===== src/rtl/hci_stream_downsizer.sv =====
`timescale 1ns/1ps
`default_nettype none
// +--------------------------------------------------------------------+
// | hci_stream_downsizer                                               |
// | Splits wide stream words into RATIO narrow beats, stops at tot_len. |
// | Revision: 1.0                                                      |
// +--------------------------------------------------------------------+
module hci_stream_downsizer #(
    parameter int IN_DW = 128,
    parameter int RATIO = 4,
    parameter int CNT_W = 16
) (
    input  logic                   clk_i,
    input  logic                   rst_i,
    input  logic                   clear_i,
    input  logic                   enable_i,
    input  logic                   req_start_i,
    input  logic [CNT_W-1:0]       tot_len_i,
    output logic                   ready_start_o,
    output logic                   done_o,
    input  logic                   in_valid_i,
    output logic                   in_ready_o,
    input  logic [IN_DW-1:0]       in_data_i,
    input  logic [IN_DW/8-1:0]     in_strb_i,
    output logic                   out_valid_o,
    input  logic                   out_ready_i,
    output logic [IN_DW/RATIO-1:0] out_data_o,
    output logic [IN_DW/RATIO/8-1:0] out_strb_o
);

    localparam int OUT_DW = IN_DW / RATIO;
    localparam int OUT_BW = OUT_DW / 8;
    localparam int IDX_W  = $clog2(RATIO);

    generate
        if ((IN_DW % (8 * RATIO)) != 0 || RATIO < 2 || (RATIO & (RATIO - 1)) != 0) begin : g_bad_params
            $error("hci_stream_downsizer: IN_DW must split into whole bytes and RATIO must be a power of 2 >= 2");
        end
    endgenerate

    typedef enum logic [0:0] {
        IDLE = 1'b0,
        RUN  = 1'b1
    } state_t;

    state_t             state_q, state_d;
    logic [CNT_W-1:0]   tot_len_q, tot_len_d;
    logic [CNT_W-1:0]   cnt_q, cnt_d;
    logic [IN_DW-1:0]   data_q, data_d;
    logic [IN_DW/8-1:0] strb_q, strb_d;
    logic               valid_q, valid_d;
    logic [IDX_W-1:0]   idx_q, idx_d;

    logic w_run, w_last_slice, w_zero_len, w_final_cnt;
    logic w_out_hs, w_final_hs, w_in_hs;

    logic [OUT_DW-1:0] w_data_slice [RATIO];
    logic [OUT_BW-1:0] w_strb_slice [RATIO];

    // Slice 0 is the least significant part of the held word.
    generate
        for (genvar g = 0; g < RATIO; g++) begin : g_slice
            assign w_data_slice[g] = data_q[g*OUT_DW +: OUT_DW];
            assign w_strb_slice[g] = strb_q[g*OUT_BW +: OUT_BW];
        end
    endgenerate

    assign out_data_o = w_data_slice[idx_q];
    assign out_strb_o = w_strb_slice[idx_q];

    always_comb begin
        w_run         = (state_q == RUN);
        w_last_slice  = (idx_q == IDX_W'(RATIO - 1));
        w_zero_len    = (tot_len_q == '0);
        w_final_cnt   = (cnt_q == tot_len_q - CNT_W'(1));
        ready_start_o = ~w_run;
        out_valid_o   = w_run & enable_i & valid_q;
        w_out_hs      = out_valid_o & out_ready_i;
        w_final_hs    = w_out_hs & w_final_cnt;
        // A new word may land in the same cycle the last slice leaves, unless that beat ends the transfer.
        in_ready_o    = w_run & enable_i & ~w_zero_len & ~w_final_hs
                        & (~valid_q | (w_out_hs & w_last_slice));
        w_in_hs       = in_valid_i & in_ready_o;
        done_o        = w_run & enable_i & (w_zero_len | w_final_hs);

        state_d   = state_q;
        tot_len_d = tot_len_q;
        cnt_d     = cnt_q;
        data_d    = data_q;
        strb_d    = strb_q;
        valid_d   = valid_q;
        idx_d     = idx_q;

        if (enable_i) begin
            case (state_q)
                IDLE: begin
                    if (req_start_i) begin
                        state_d   = RUN;
                        tot_len_d = tot_len_i;
                        cnt_d     = '0;
                        valid_d   = 1'b0;
                        idx_d     = '0;
                    end
                end
                RUN: begin
                    if (done_o) begin
                        state_d = IDLE;
                        valid_d = 1'b0;
                        idx_d   = '0;
                    end else begin
                        if (w_out_hs) begin
                            idx_d = idx_q + IDX_W'(1);
                            cnt_d = cnt_q + CNT_W'(1);
                            if (w_last_slice) begin
                                valid_d = 1'b0;
                            end
                        end
                        if (w_in_hs) begin
                            data_d  = in_data_i;
                            strb_d  = in_strb_i;
                            valid_d = 1'b1;
                            idx_d   = '0;
                        end
                    end
                end
                default: state_d = IDLE;
            endcase
        end
    end

    always_ff @(posedge clk_i) begin
        if (rst_i || clear_i) begin
            state_q   <= IDLE;
            tot_len_q <= '0;
            cnt_q     <= '0;
            data_q    <= '0;
            strb_q    <= '0;
            valid_q   <= 1'b0;
            idx_q     <= '0;
        end else begin
            state_q   <= state_d;
            tot_len_q <= tot_len_d;
            cnt_q     <= cnt_d;
            data_q    <= data_d;
            strb_q    <= strb_d;
            valid_q   <= valid_d;
            idx_q     <= idx_d;
        end
    end

endmodule
`default_nettype wire


===== config.mk =====
export PLATFORM = sky130hd
export DESIGN_NAME = hci_stream_downsizer
export DESIGN_NICKNAME = d
export VERILOG_FILES = /design/src/rtl/hci_stream_downsizer.sv
export SDC_FILE = /design/constraint.sdc
export NUM_CORES = 1
export LEC_CHECK = 0
export CORE_UTILIZATION = 45
export CTS_BUF_LIST = sky130_fd_sc_hd__clkbuf_8 sky130_fd_sc_hd__clkbuf_16
export DETAILED_ROUTE_END_ITERATION = 6
export PLACE_DENSITY = 0.78
export REMOVE_ABC_BUFFERS = 1
export SYNTH_ARGS = -nofsm -noshare
export SYNTH_HDL_FRONTEND = slang
export SYNTH_SLANG_ARGS = --single-unit

===== constraint.sdc =====
create_clock -name clk_i -period 4.4 [get_ports clk_i]
set_input_delay 0.44 -clock clk_i [delete_from_list [all_inputs] [get_ports clk_i]]
set_output_delay 0.44 -clock clk_i [all_outputs]
set_load 0.1 [all_outputs]

* Word-level counts from Yosys, hierarchy flattened *
Index checks and enable logic that the tools add are counted.

word-level totals
  register bits = 180
  latch bits = 0
  bits in writable memories = 0
  bits in read-only memories = 0
  input bits = 167
  word-level logic and storage cells = 67
  memories = 0

cells by class
  add/subtract/negate cells = 3
  $mul = 0
  div/mod/pow operators = 0
  $lt $le $gt $ge = 1
  eq/ne operators = 7
  shift operators = 0
  mux-type cells = 24
  bitwise gates (word level) = 18
  reduce and logical (&&, ||, !) cells = 7

operator list
  cell                                                                   count
  32-bit binary-select mux with 2-bit select                             1
  32-bit 2-to-1 mux                                                      2
  16-bit 2-to-1 mux                                                      3
  16-bit one-hot mux with 2 select lines                                 1
  16-bit by 1-bit adder with 16-bit output (second input constant)       1
  16-bit equality test                                                   1
  16-bit logical NOT                                                     1
  16-bit by 1-bit subtractor with 16-bit output (second input constant)  1
  4-bit AND reduction                                                    3
  1-bit AND                                                              10
  4-bit binary-select mux with 2-bit select                              1
  2-bit 2-to-1 mux                                                       4
  4-bit 2-to-1 mux                                                       2
  4-bit by 2-bit != test with 1-bit output (second input constant)       2
  1-bit 2-to-1 mux                                                       7
  3-bit AND reduction                                                    2
  1-bit NOT                                                              5
  2-bit != test (second input constant)                                  2
  1-bit one-hot mux with 2 select lines                                  2
  2-bit one-hot mux with 2 select lines                                  1
  3-bit >= comparator (second input constant)                            1
  2-bit NOT with 3-bit output                                            1
  2-bit by 1-bit adder with 2-bit output (second input constant)         1
  2-bit equality test (second input constant)                            1
  other kinds (3)                                                        4

* Longest topological paths before layout *
  word-level depth = 11
  mapped depth = 15
  mapped depth without buffers = 11

* Least setup slack after synthesis *
OpenSTA, ideal clock, no wires.

  path type = in2out
  from = input port enable_i
  to = output port done_o
  arrival = 4.072 ns
  path slack = -0.112 ns
  cell stages on the path = 8
  buffers on the path = 1
  path through = clkbuf_1 > and3_1 > and2_1 > nand4_1 > nor4_1 > nor4b_2 > a21oi_1 > nor2_1

on the way
  word-level cells in the longest chain between the ends = 6

ends and longest elaborated chain
  item                    RTL line  text
  start, declared         16        input logic enable_i,
  1-bit AND (2 in a row)  77        out_valid_o = w_run & enable_i & valid_q;
  via out_valid_o         25        output logic out_valid_o,
  1-bit AND               78        w_out_hs = out_valid_o & out_ready_i;
  1-bit AND               79        w_final_hs = w_out_hs & w_final_cnt;
  1-bit bitwise OR        84        done_o = w_run & enable_i & (w_zero_len | w_final_hs);
  1-bit AND               84
  end, declared           20        output logic done_o,

The timed path passes the listed nets, and every way through them passes these cells.

* Final worst setup path *
  from = register tot_len_q[0]
  to = output port done_o

on the way
  word-level cells in the longest chain between the ends = 5

ends and longest elaborated chain
  item                                           RTL line  text
  start, declared                                47        logic [CNT_W-1:0] tot_len_q, tot_len_d;
  start signal, assigned                         142       tot_len_q <= tot_len_d;
  16-bit by 1-bit subtractor with 16-bit output  75        w_final_cnt = (cnt_q == tot_len_q - CNT_W'(1));
  16-bit equality test                           75
  1-bit AND                                      79
  1-bit bitwise OR *                             84
  1-bit AND *                                    84

Every way passes the cells marked *; elsewhere a longest branch is shown, timed or not.

==> results.sh <==
export IMPL_outcome="completed"
export IMPL_core_area_sq_mm=0.01736
export IMPL_startpoint_type="register"
export IMPL_h_tree_depth=4
export IMPL_dp_hpwl_mm=14.36
export IMPL_ys_seq_area_frac=0.4488
export IMPL_yosys_register_bits=180
export IMPL_drv_slew=0
export IMPL_netlist_area_sq_mm=0.008029
export IMPL_finalHoldViolations=0
export IMPL_gr_total_overflow=0
export IMPL_drv_cap=0
export IMPL_yosys_warnings=0
export IMPL_r2r_start="tot_len_q[0]"
export IMPL_grt_max_degree=165
export IMPL_synth_compound_area_share=0.1353
export IMPL_fin_skew_ns=0.008500
export IMPL_antenna_found_initial=1
export IMPL_synth_area_mux_share=0.1029
export IMPL_ioPinCount=207
export IMPL_drive_above_1_share=0.08769
export IMPL_r2r_end="data_q[109]"
export IMPL_drt_iter0_markers=388
export IMPL_clockBufferDepth=2
export IMPL_cts_buffers=17
export IMPL_cp_end_kind="output pin"
export IMPL_fin_area_sq_mm=0.01078
export IMPL_yosys_area_share_simple=0.2274
export IMPL_detail_route_antenna_nets=0
export IMPL_rows=48
export IMPL_first_pass_iters=7
export IMPL_place_area_sq_mm=0.01019
export IMPL_setup_tns_ns=0
export IMPL_worst_path_max_delay_cell="or3b_2"
export IMPL_post_route_period_util=0.9394
export IMPL_pwr_share_seq=0.478
export IMPL_gp_congestion=0.8850
export IMPL_synth_top_family_by_area="simple AND/OR/NAND/NOR gates"
export IMPL_die_area_sq_mm=0.01838
export IMPL_power_switching_uw=819.8
export IMPL_postSynthAreaPerCell_sq_um=8.460
export IMPL_synth_edf_count=0
export IMPL_first_global_vias=6908
export IMPL_root_buffer="clkbuf_16"
export IMPL_r2r_cells=12
export IMPL_finalSetupViolations=0
export IMPL_final_min_clock_period_ns=4.133
export IMPL_initial_core_util=0.4626
export IMPL_hold_path_class="reg -> reg"
export IMPL_wl_per_cell_um=15.57
export IMPL_tightestPinTransition_ns=1.087
export IMPL_synth_ff_type="dfxtp_1"
export IMPL_grt_usage=0.2338
export IMPL_slew_headroom=0.2733
export IMPL_grt_pass1_wl_mm=33.41
export IMPL_path_cells="inv_1 > ha_1 > or3b_2 > o41a_1 > nor4_1 > nor4b_2 > a21oi_1 > nor2_1 > buf_12"
export IMPL_drc=0
export IMPL_nNetsFinal=1287
export IMPL_synthArstFlopShare=0
export IMPL_crit_path_max_incr_delay_ns=0.60
export IMPL_num_vias=7154
export IMPL_clkTransAtPathRegs_ns=0.07
export IMPL_die_width_um=135.6
export IMPL_wirelength_mm=21.09
export IMPL_crit_end="done_o"
export IMPL_combPwrFrac=0.085
export IMPL_critPathKind="reg -> out"
export IMPL_p_per_area_mw_per_mm2=318.8
export IMPL_clk_latency_ns=0.43
export IMPL_tritoncts="yes"
export IMPL_p_leak_uw=0.003477
export IMPL_postCtsSetupBuffers=0
export IMPL_cts_sinks=180
export IMPL_rsz0062_at_grt="no"
export IMPL_r2r_slack_ns=0.74
export IMPL_worstPathArrival_ns=3.69
export IMPL_required_ns=3.96
export IMPL_die_h_um=135.6
export IMPL_area_growth_pct=34.28
export IMPL_routed_via_density=5.280
export IMPL_irDropWorstVdd_mv=0.2532
export IMPL_critical_path_startpoint="tot_len_q[0]"
export IMPL_synthCells=949
export IMPL_synthXorXnorAreaFrac=0.03382
export IMPL_power_internal_uw=2617
export IMPL_synth_adder_area_share=0.006233
export IMPL_p_clk_frac=0.437
export IMPL_cp_max_fo=9
export IMPL_port_buffers=206
export IMPL_synth_cell_types=54
export IMPL_fmax_mhz=241.9
export IMPL_swShare=0.2385
export IMPL_cts_hold_buf=0
export IMPL_post_cts_resized=0
-- cells in the final DEF, fill, tap and decap left out, drive strengths merged, types with 5 or more instances in the layout --
master	instances
and3	9
dfxtp	180
clkinv	7
nor2	23
a21oi	169
nand2	334
clkdlybuf4s50	202
nor4	6
xnor2	12
nand3	10
nand4	7
nor3	11
inv	8
xor2	19
a211oi	5
mux4	36
clkbuf	18
buf	15
nand2b	5
-- power by group through the flow --
| stage | combinational, uW | clock, uW | sequential (uW) |
|---|---|---|---|
| global placement | 289 | 0 | 1680 |
| CTS | 291 | 1530 | 1640 |
| floorplan | 102 | 0 | 1680 |
| global route | 313 | 1600 | 1640 |
| detailed placement | 288 | 0 | 1680 |
| finish | 292 | 1500 | 1640 |
-- per-stage QoR --
step                      std cells  total power (uW)  hold WS, ns  setup WS (ns)  utilization
final                          1355              3437       0.4513         0.2668       0.6212
after global routing           1355              3550       0.4722        0.05565       0.6212
after CTS                      1354              3460       0.4539         0.2584       0.6210
after detailed placement       1322              1968       0.4437         0.7731       0.5871
after global placement         1322              1968       0.4390         0.8367       0.5871
after floorplan                 880              1780       0.4331         -1.075            -
-- sequential cells by signal (all words and copies together) (netlist names) --
name       flops
data_q       128
cnt_q         16
strb_q        16
tot_len_q     16
idx_q          2
state_q        1
valid_q        1
-- cells in the mapped netlist (all sizes together) (2+ instances only) --
cell type,instances,share of area
nand2,334,0.16
dfxtp,180,0.45
a21oi,169,0.11
mux4,36,0.10
clkbuf,35,0.016
buf,34,0.027
nor2,23,0.011
xor2,19,0.021
xnor2,12,0.013
nor3,11,0.0069
nand3,10,0.0062
and3,9,0.0076
nand4,7,0.0055
nor4,6,0.0073
a211oi,5,0.0047
inv,5,0.0023
nand2b,5,0.0039
ha,4,0.0062
nand3b,4,0.0037
o21ai,4,0.0025
and2,3,0.0023
nor4b,3,0.0048
or3,3,0.0023
or4,3,0.0028
a21o,2,0.0019
a41oi,2,0.0022
nor2b,2,0.0019
nor3b,2,0.0019
-- layer usage --
layer	vias to the layer above	wire [um]	GRT usage
met5	-	0	0
met2	172	10220	0.3892
li1	3558	-	-
met1	3390	8881	0.2764
met4	0	571	0.09426
met3	34	1421	0.07632
-- cell type report --
cell class | count | area [sq um]
antenna | 1 | 2.502
clock buffer | 18 | 439.2
clock inverter | 14 | 150.1
fill | 1501 | 6575
inverter | 5 | 18.77
multi-input combinational | 695 | 4074
sequential | 180 | 3606
tap | 225 | 281.5
timing repair buffer | 217 | 2210
-- kinds of logic after synthesis --
logic type | count (synthesis)
XOR/XNOR | 31
multiplexers | 37
AO/OA/AOI/OAI | 195
buffers and inverters | 74
AND/OR/NAND/NOR | 428
flip-flops | 180
adder cells (fa/ha/maj) | 4
-- worst min-delay path by stage --
| stage | start | endpoint | slack, ns | cells past startpoint |
|---|---|---|---|---|
| 2_1_floorplan | data_q[64] | data_q[64] | 0.43 | 2 |
| 3_3_place_gp | data_q[58] | data_q[58] | 0.44 | 2 |
| 3_5_place_dp | data_q[72] | data_q[72] | 0.44 | 2 |
| 4_1_cts | data_q[103] | data_q[103] | 0.45 | 2 |
| 5_1_grt | data_q[63] | data_q[63] | 0.47 | 2 |
| 6_report | data_q[66] | data_q[66] | 0.45 | 2 |
-- worst max-delay path, delay by kind of cell, from the launching register on --
| family | cells | cell delay [ns] |
|---|---|---|
| simple gates | 4 | 1.62 |
| fa+ha+maj | 1 | 0.24 |
| compound gates | 2 | 0.74 |
| buf+inv | 2 | 0.31 |
| flops | 1 | 0.36 |
Note: power is estimated with default switching activity, not from simulation.
